--- config.mk ---
export PLATFORM = sky130hd
export DESIGN_NAME = mux2_rr_feeder
export DESIGN_NICKNAME = d
export VERILOG_FILES = /design/src/rtl/mux2_rr_feeder.sv
export SDC_FILE = /design/constraint.sdc
export NUM_CORES = 1
export LEC_CHECK = 0
export BUFFER_PORTS_ARGS = -buffer_cell sky130_fd_sc_hd__buf_2
export CORE_MARGIN = 2
export CORE_UTILIZATION = 50
export DETAILED_ROUTE_END_ITERATION = 8
export HOLD_SLACK_MARGIN = 0.05
export PLACE_DENSITY_LB_ADDON = 0.25
export SLEW_MARGIN = 20
export SYNTH_ARGS = -nofsm -noshare
export SYNTH_HDL_FRONTEND = slang
export SYNTH_SLANG_ARGS = --single-unit
--- constraint.sdc ---
create_clock -name clk -period 2.8 [get_ports clk]
set_input_delay 0.28 -clock clk [delete_from_list [all_inputs] [get_ports clk]]
set_output_delay 0.28 -clock clk [all_outputs]
set_load 0.01 [all_outputs]
--- src/rtl/mux2_rr_feeder.sv ---
// Round-robin arbiter for two valid/ready sources feeding a 2:1 mux, with a
// one-entry registered output stage and bounded bursts per grant.
module mux2_rr_feeder #(
    parameter int WIDTH     = 1,
    parameter int MAX_BURST = 4
) (
    input  logic             clk,
    input  logic             rst,
    input  logic [WIDTH-1:0] a,
    input  logic             a_valid,
    output logic             a_ready,
    input  logic [WIDTH-1:0] b,
    input  logic             b_valid,
    output logic             b_ready,
    output logic             sel,
    output logic [WIDTH-1:0] y,
    output logic             y_valid,
    input  logic             y_ready,
    output logic [1:0]       dbg_state,
    output logic [7:0]       dbg_burst_cnt
);
    // Handshake: a beat moves when valid && ready on the same rising edge;
    // a source holds valid and data stable until then, and y follows the same rule.

    typedef enum logic [1:0] {
        IDLE    = 2'd0,
        GRANT_A = 2'd1,
        GRANT_B = 2'd2
    } state_t;

    localparam logic [7:0] BURST_LAST = 8'(MAX_BURST - 1);
    localparam logic       SIDE_A     = 1'b0;
    localparam logic       SIDE_B     = 1'b1;

    state_t           state_q;
    logic             sel_q;
    logic [WIDTH-1:0] y_q;
    logic [WIDTH-1:0] y_d;
    logic             y_valid_q;
    logic             y_valid_d;
    logic [7:0]       burst_cnt_q;
    logic             last_q;

    logic space;
    logic acc_a;
    logic acc_b;
    logic burst_done;

    assign space      = !y_valid_q || y_ready;
    assign a_ready    = (state_q == GRANT_A) && space;
    assign b_ready    = (state_q == GRANT_B) && space;
    assign acc_a      = a_valid && a_ready;
    assign acc_b      = b_valid && b_ready;
    assign burst_done = (burst_cnt_q == BURST_LAST);

    // The output slot reloads whenever it has room; otherwise it holds.
    always_comb begin
        y_d       = y_q;
        y_valid_d = y_valid_q;
        if (space) begin
            y_valid_d = acc_a || acc_b;
            if (acc_a) begin
                y_d = a;
            end else if (acc_b) begin
                y_d = b;
            end
        end
    end

    always_ff @(posedge clk) begin
        if (rst) begin
            state_q     <= IDLE;
            sel_q       <= 1'b0;
            y_q         <= '0;
            y_valid_q   <= 1'b0;
            burst_cnt_q <= 8'd0;
            last_q      <= SIDE_B;
        end else begin
            y_q       <= y_d;
            y_valid_q <= y_valid_d;
            case (state_q)
                IDLE: begin
                    if (a_valid && (!b_valid || last_q == SIDE_B)) begin
                        state_q <= GRANT_A;
                        sel_q   <= 1'b0;
                    end else if (b_valid) begin
                        state_q <= GRANT_B;
                        sel_q   <= 1'b1;
                    end
                end
                GRANT_A: begin
                    if (!a_valid) begin
                        burst_cnt_q <= 8'd0;
                        last_q      <= SIDE_A;
                        if (b_valid) begin
                            state_q <= GRANT_B;
                            sel_q   <= 1'b1;
                        end else begin
                            state_q <= IDLE;
                        end
                    end else if (acc_a) begin
                        if (burst_done) begin
                            burst_cnt_q <= 8'd0;
                            if (b_valid) begin
                                state_q <= GRANT_B;
                                sel_q   <= 1'b1;
                                last_q  <= SIDE_A;
                            end
                        end else begin
                            burst_cnt_q <= burst_cnt_q + 8'd1;
                        end
                    end
                end
                GRANT_B: begin
                    if (!b_valid) begin
                        burst_cnt_q <= 8'd0;
                        last_q      <= SIDE_B;
                        if (a_valid) begin
                            state_q <= GRANT_A;
                            sel_q   <= 1'b0;
                        end else begin
                            state_q <= IDLE;
                        end
                    end else if (acc_b) begin
                        if (burst_done) begin
                            burst_cnt_q <= 8'd0;
                            if (a_valid) begin
                                state_q <= GRANT_A;
                                sel_q   <= 1'b0;
                                last_q  <= SIDE_B;
                            end
                        end else begin
                            burst_cnt_q <= burst_cnt_q + 8'd1;
                        end
                    end
                end
                default: begin
                    state_q <= IDLE;
                end
            endcase
        end
    end

    assign sel           = sel_q;
    assign y             = y_q;
    assign y_valid       = y_valid_q;
    assign dbg_state     = state_q;
    assign dbg_burst_cnt = burst_cnt_q;

endmodule

==> impl_results.md <==
* Status: finished, final reports clean
* Vias/cell at 5.76
* Achievable frequency at roughly 460 MHz
* Comb pwr share at 0.439
* Design Area, Final at between 1000 and 1500 µm²
* Dpl hpwl at ~1500 µm
* WL met2 at between 800 and 900 µm
* Clock Tree Root: clkbuf_4
* Sequential area share after synthesis at 0.306
* Die Y at 46.8 µm
* GP Congestion at 0.770
* Layout area overhead at 14.6%
* Reg2Reg Setup Slack at 610 ps
* Clk sinks at 14
* Die width at 46.8 µm
* Setup Crit Path Kind: flop to flop
* Core Util, Final at 0.608
* Final Skew at approximately 3 ps
* Slew Viols, Final at 0
* P_sw at roughly 0.00026 W
* PD cells at 621 nW/µm²
* Clock slew at reported path FFs at 90 ps
* Congestion Overflow GR at 0
* Global-route wire length before repair at 3150 µm
* RR Endpoint: dbg_burst_cnt[6]$_SDFFE_PP0P_
* Hold Crit Class: input pin to flop
* Worst-Margin Slew at roughly 490 ps
* Synthesized net count at 119
* Hold path startpoint: b
* Die area at 2190 µm²
* Placeable Area at 1730 µm²
* Worst hold path endpoint: y$_SDFFE_PP0P_
* Lkg Pwr at 0.443 nW
* Ys Warns at 0
* Avg Inst Size Synth at 8.56 µm²
* Min-Delay Path Depth at 3
* Reg2Reg Launch Point: dbg_state[0]$_SDFFE_PP0P_
* Worst endpoint required time at 3020 ps
* Internal cell power at 0.000396 W
* Post-route antenna net violation count at 0
* WL met1 at 953 µm
* Post-CTS setup buffer count at 0
* Layout cells sized above 1 at 0.246
* Clock share of power at 0.182
* Clk_lat worst skew at 290 ps
* Crit. End Element: flop
* Synth Area in Compound Gates at 0.287
* Slew margin rel. at 0.674
* Overall power at 0.000652 W
* Synth Cell Area at 916 µm²
* # DRC at 0
* Post-Synth XOR/XNOR Area at 0.0478
* Worst-path maximum fanout at 12
* Vias in the first global route at 678
* Top sig layer: met4
* RSZ-0062 raised after global routing: false
* Hold_buf cts at 0
* R2R cell count at 6
* Cell Rows at 15
* Sequential Power Share at 0.379
* DRT iter0 DRCs at 44
* Largest family of logic cells by synthesized area: compound AO/OA/AOI/OAI gates
* Placed Area at ~1000 µm²
* Diode count at 0
* Vias at between 800 and 900
* Initial core utilization at 0.530
* GRT Total Usage at 0.203
* Final hold viol count at 0
* Post-layout net count at 140
* Fin Hold WS at 254 ps
* H-tree depth at 1
* Commonest cells after routing, fill and taps aside: 21 x buf_2, 14 x dfxtp_1, 13 x nor2_1
* WL final at ~2000 µm
* Area share of fa/ha/maj cells after synthesis at 0.0683
* Setup TNS Final at 0 ps
* Routed met3 length at 180 µm
* Synth Area in Simple Gates at 0.210
* Crit path launch type: flop
* Sw frac at 0.393
* Max clock buf depth at 2
* Drt first pass iters at 4
* CTS tree: done
* Synth unique cells at 39
* TritonCTS Buffers at 3
* Most common cell after layout, fill and taps aside: buf_2
* Drt wl/cell at approximately 14 µm
* Post-synthesis mux area share at 0.0328
* Post-CTS resize count at 0
* Post-Synthesis Cells at roughly 110
* Largest net degree at the start of global routing at 14
* Crit path DAT at 2410 ps
* Max-cap viol count at 0
* Setup-failing EPs final at 0
* Peak supply drop at 0.000313 V
* Tcrit/Tclk final at 0.782
* Initial antenna violation count at 0
* Tmin final at 2190 ps
* PortBufs at 21
* Seq cells post-synth at 14
* Ports at 22
==> sequential cells by signal (all words and copies together) (netlist names) <==
name / flops
last_q: 1
y: 1
dbg_state: 2
dbg_burst_cnt: 8
y_valid: 1
sel: 1
==> power groups by stage <==
stage / Clock (W) / Sequential, W / Combinational [W]
floorplan: 0 / 0.000259 / 0.000209
global placement: 0 / 0.000250 / 0.000277
detailed placement: 0 / 0.000252 / 0.000285
CTS: 0.000121 / 0.000247 / 0.000286
global route: 0.000129 / 0.000251 / 0.000315
finish: 0.000119 / 0.000247 / 0.000286
==> Yosys cell counts (all sizes together) <==
cell type	n	area share
a211oi	3	0.025
a2111oi	1	0.016
and2	1	0.0068
xnor2	3	0.029
o22ai	1	0.0068
a41o	1	0.012
o21a	1	0.0082
buf	3	0.019
o31ai	1	0.0082
nand2b	3	0.020
a31o	2	0.019
o211ai	1	0.0082
o32ai	1	0.0096
nand2	6	0.025
o221ai	2	0.019
o21bai	1	0.0082
or4	2	0.016
a22o	1	0.0096
o21ai	2	0.011
a31oi	1	0.0068
and3	1	0.0082
a311oi	1	0.0096
a22oi	2	0.031
nor2b	4	0.027
mux2i	3	0.033
nor2	13	0.053
a21oi	9	0.049
nor4b	1	0.026
nor3	3	0.016
ha	5	0.068
xor2	2	0.019
inv	5	0.020
clkbuf	2	0.0082
o2111ai	2	0.019
nand3	2	0.011
dfxtp	14	0.31
o41ai	1	0.0096
==> routing by layer <==
| metal | GRT usage | vias up |
|---|---|---|
| met3 | 0.0500 | 2 |
| met1 | 0.300 | 396 |
| met2 | 0.285 | 35 |
| met5 | 0 | - |
| li1 | - | 437 |
| met4 | 0.0722 | 0 |
==> critical path, cell delays in order (launching register included) <==
cell	delay, ps
dfxtp_1	390
inv_1	110
ha_1	370
a22oi_4	330
o22ai_1	220
or4_1	550
a21oi_1	150
==> final cells by class <==
type	instances	area (µm²)
multi-input combinational	83	592
fill	162	677
inverter	5	18.8
tap	25	31.3
timing repair buffer	21	105
clock buffer	3	22.5
sequential	14	280
==> kinds of logic (layout without fill, tap and decap cells) <==
| logic type | Yosys count | in the layout |
|---|---|---|
| xor+xnor | 5 | 5 |
| mux | 3 | 3 |
| fa+ha+maj | 5 | 5 |
| compound gates | 34 | 34 |
| simple gates | 36 | 36 |
| buf+inv | 10 | 29 |
| flops | 14 | 14 |
==> through the flow <==
stage	std cells	setup slack [ps]
finish	151	611
floorplan	107	914
detailed placement	148	661
CTS	151	628
global route	151	457
global placement	148	772
==> worst max-delay path by stage <==
stage,start,endpoint,slack [ps],cells after the start
after floorplan,dbg_state[0]$_SDFFE_PP0P_,dbg_burst_cnt[6]$_SDFFE_PP0P_,910,6
after global placement,dbg_state[0]$_SDFFE_PP0P_,dbg_burst_cnt[6]$_SDFFE_PP0P_,770,6
after detailed placement,dbg_state[0]$_SDFFE_PP0P_,dbg_burst_cnt[6]$_SDFFE_PP0P_,660,6
after CTS,dbg_state[0]$_SDFFE_PP0P_,dbg_burst_cnt[6]$_SDFFE_PP0P_,630,6
after global routing,dbg_state[0]$_SDFFE_PP0P_,dbg_burst_cnt[6]$_SDFFE_PP0P_,460,6
final,dbg_state[0]$_SDFFE_PP0P_,dbg_burst_cnt[6]$_SDFFE_PP0P_,610,6
No activity file was read; power rests on OpenSTA's default activity.
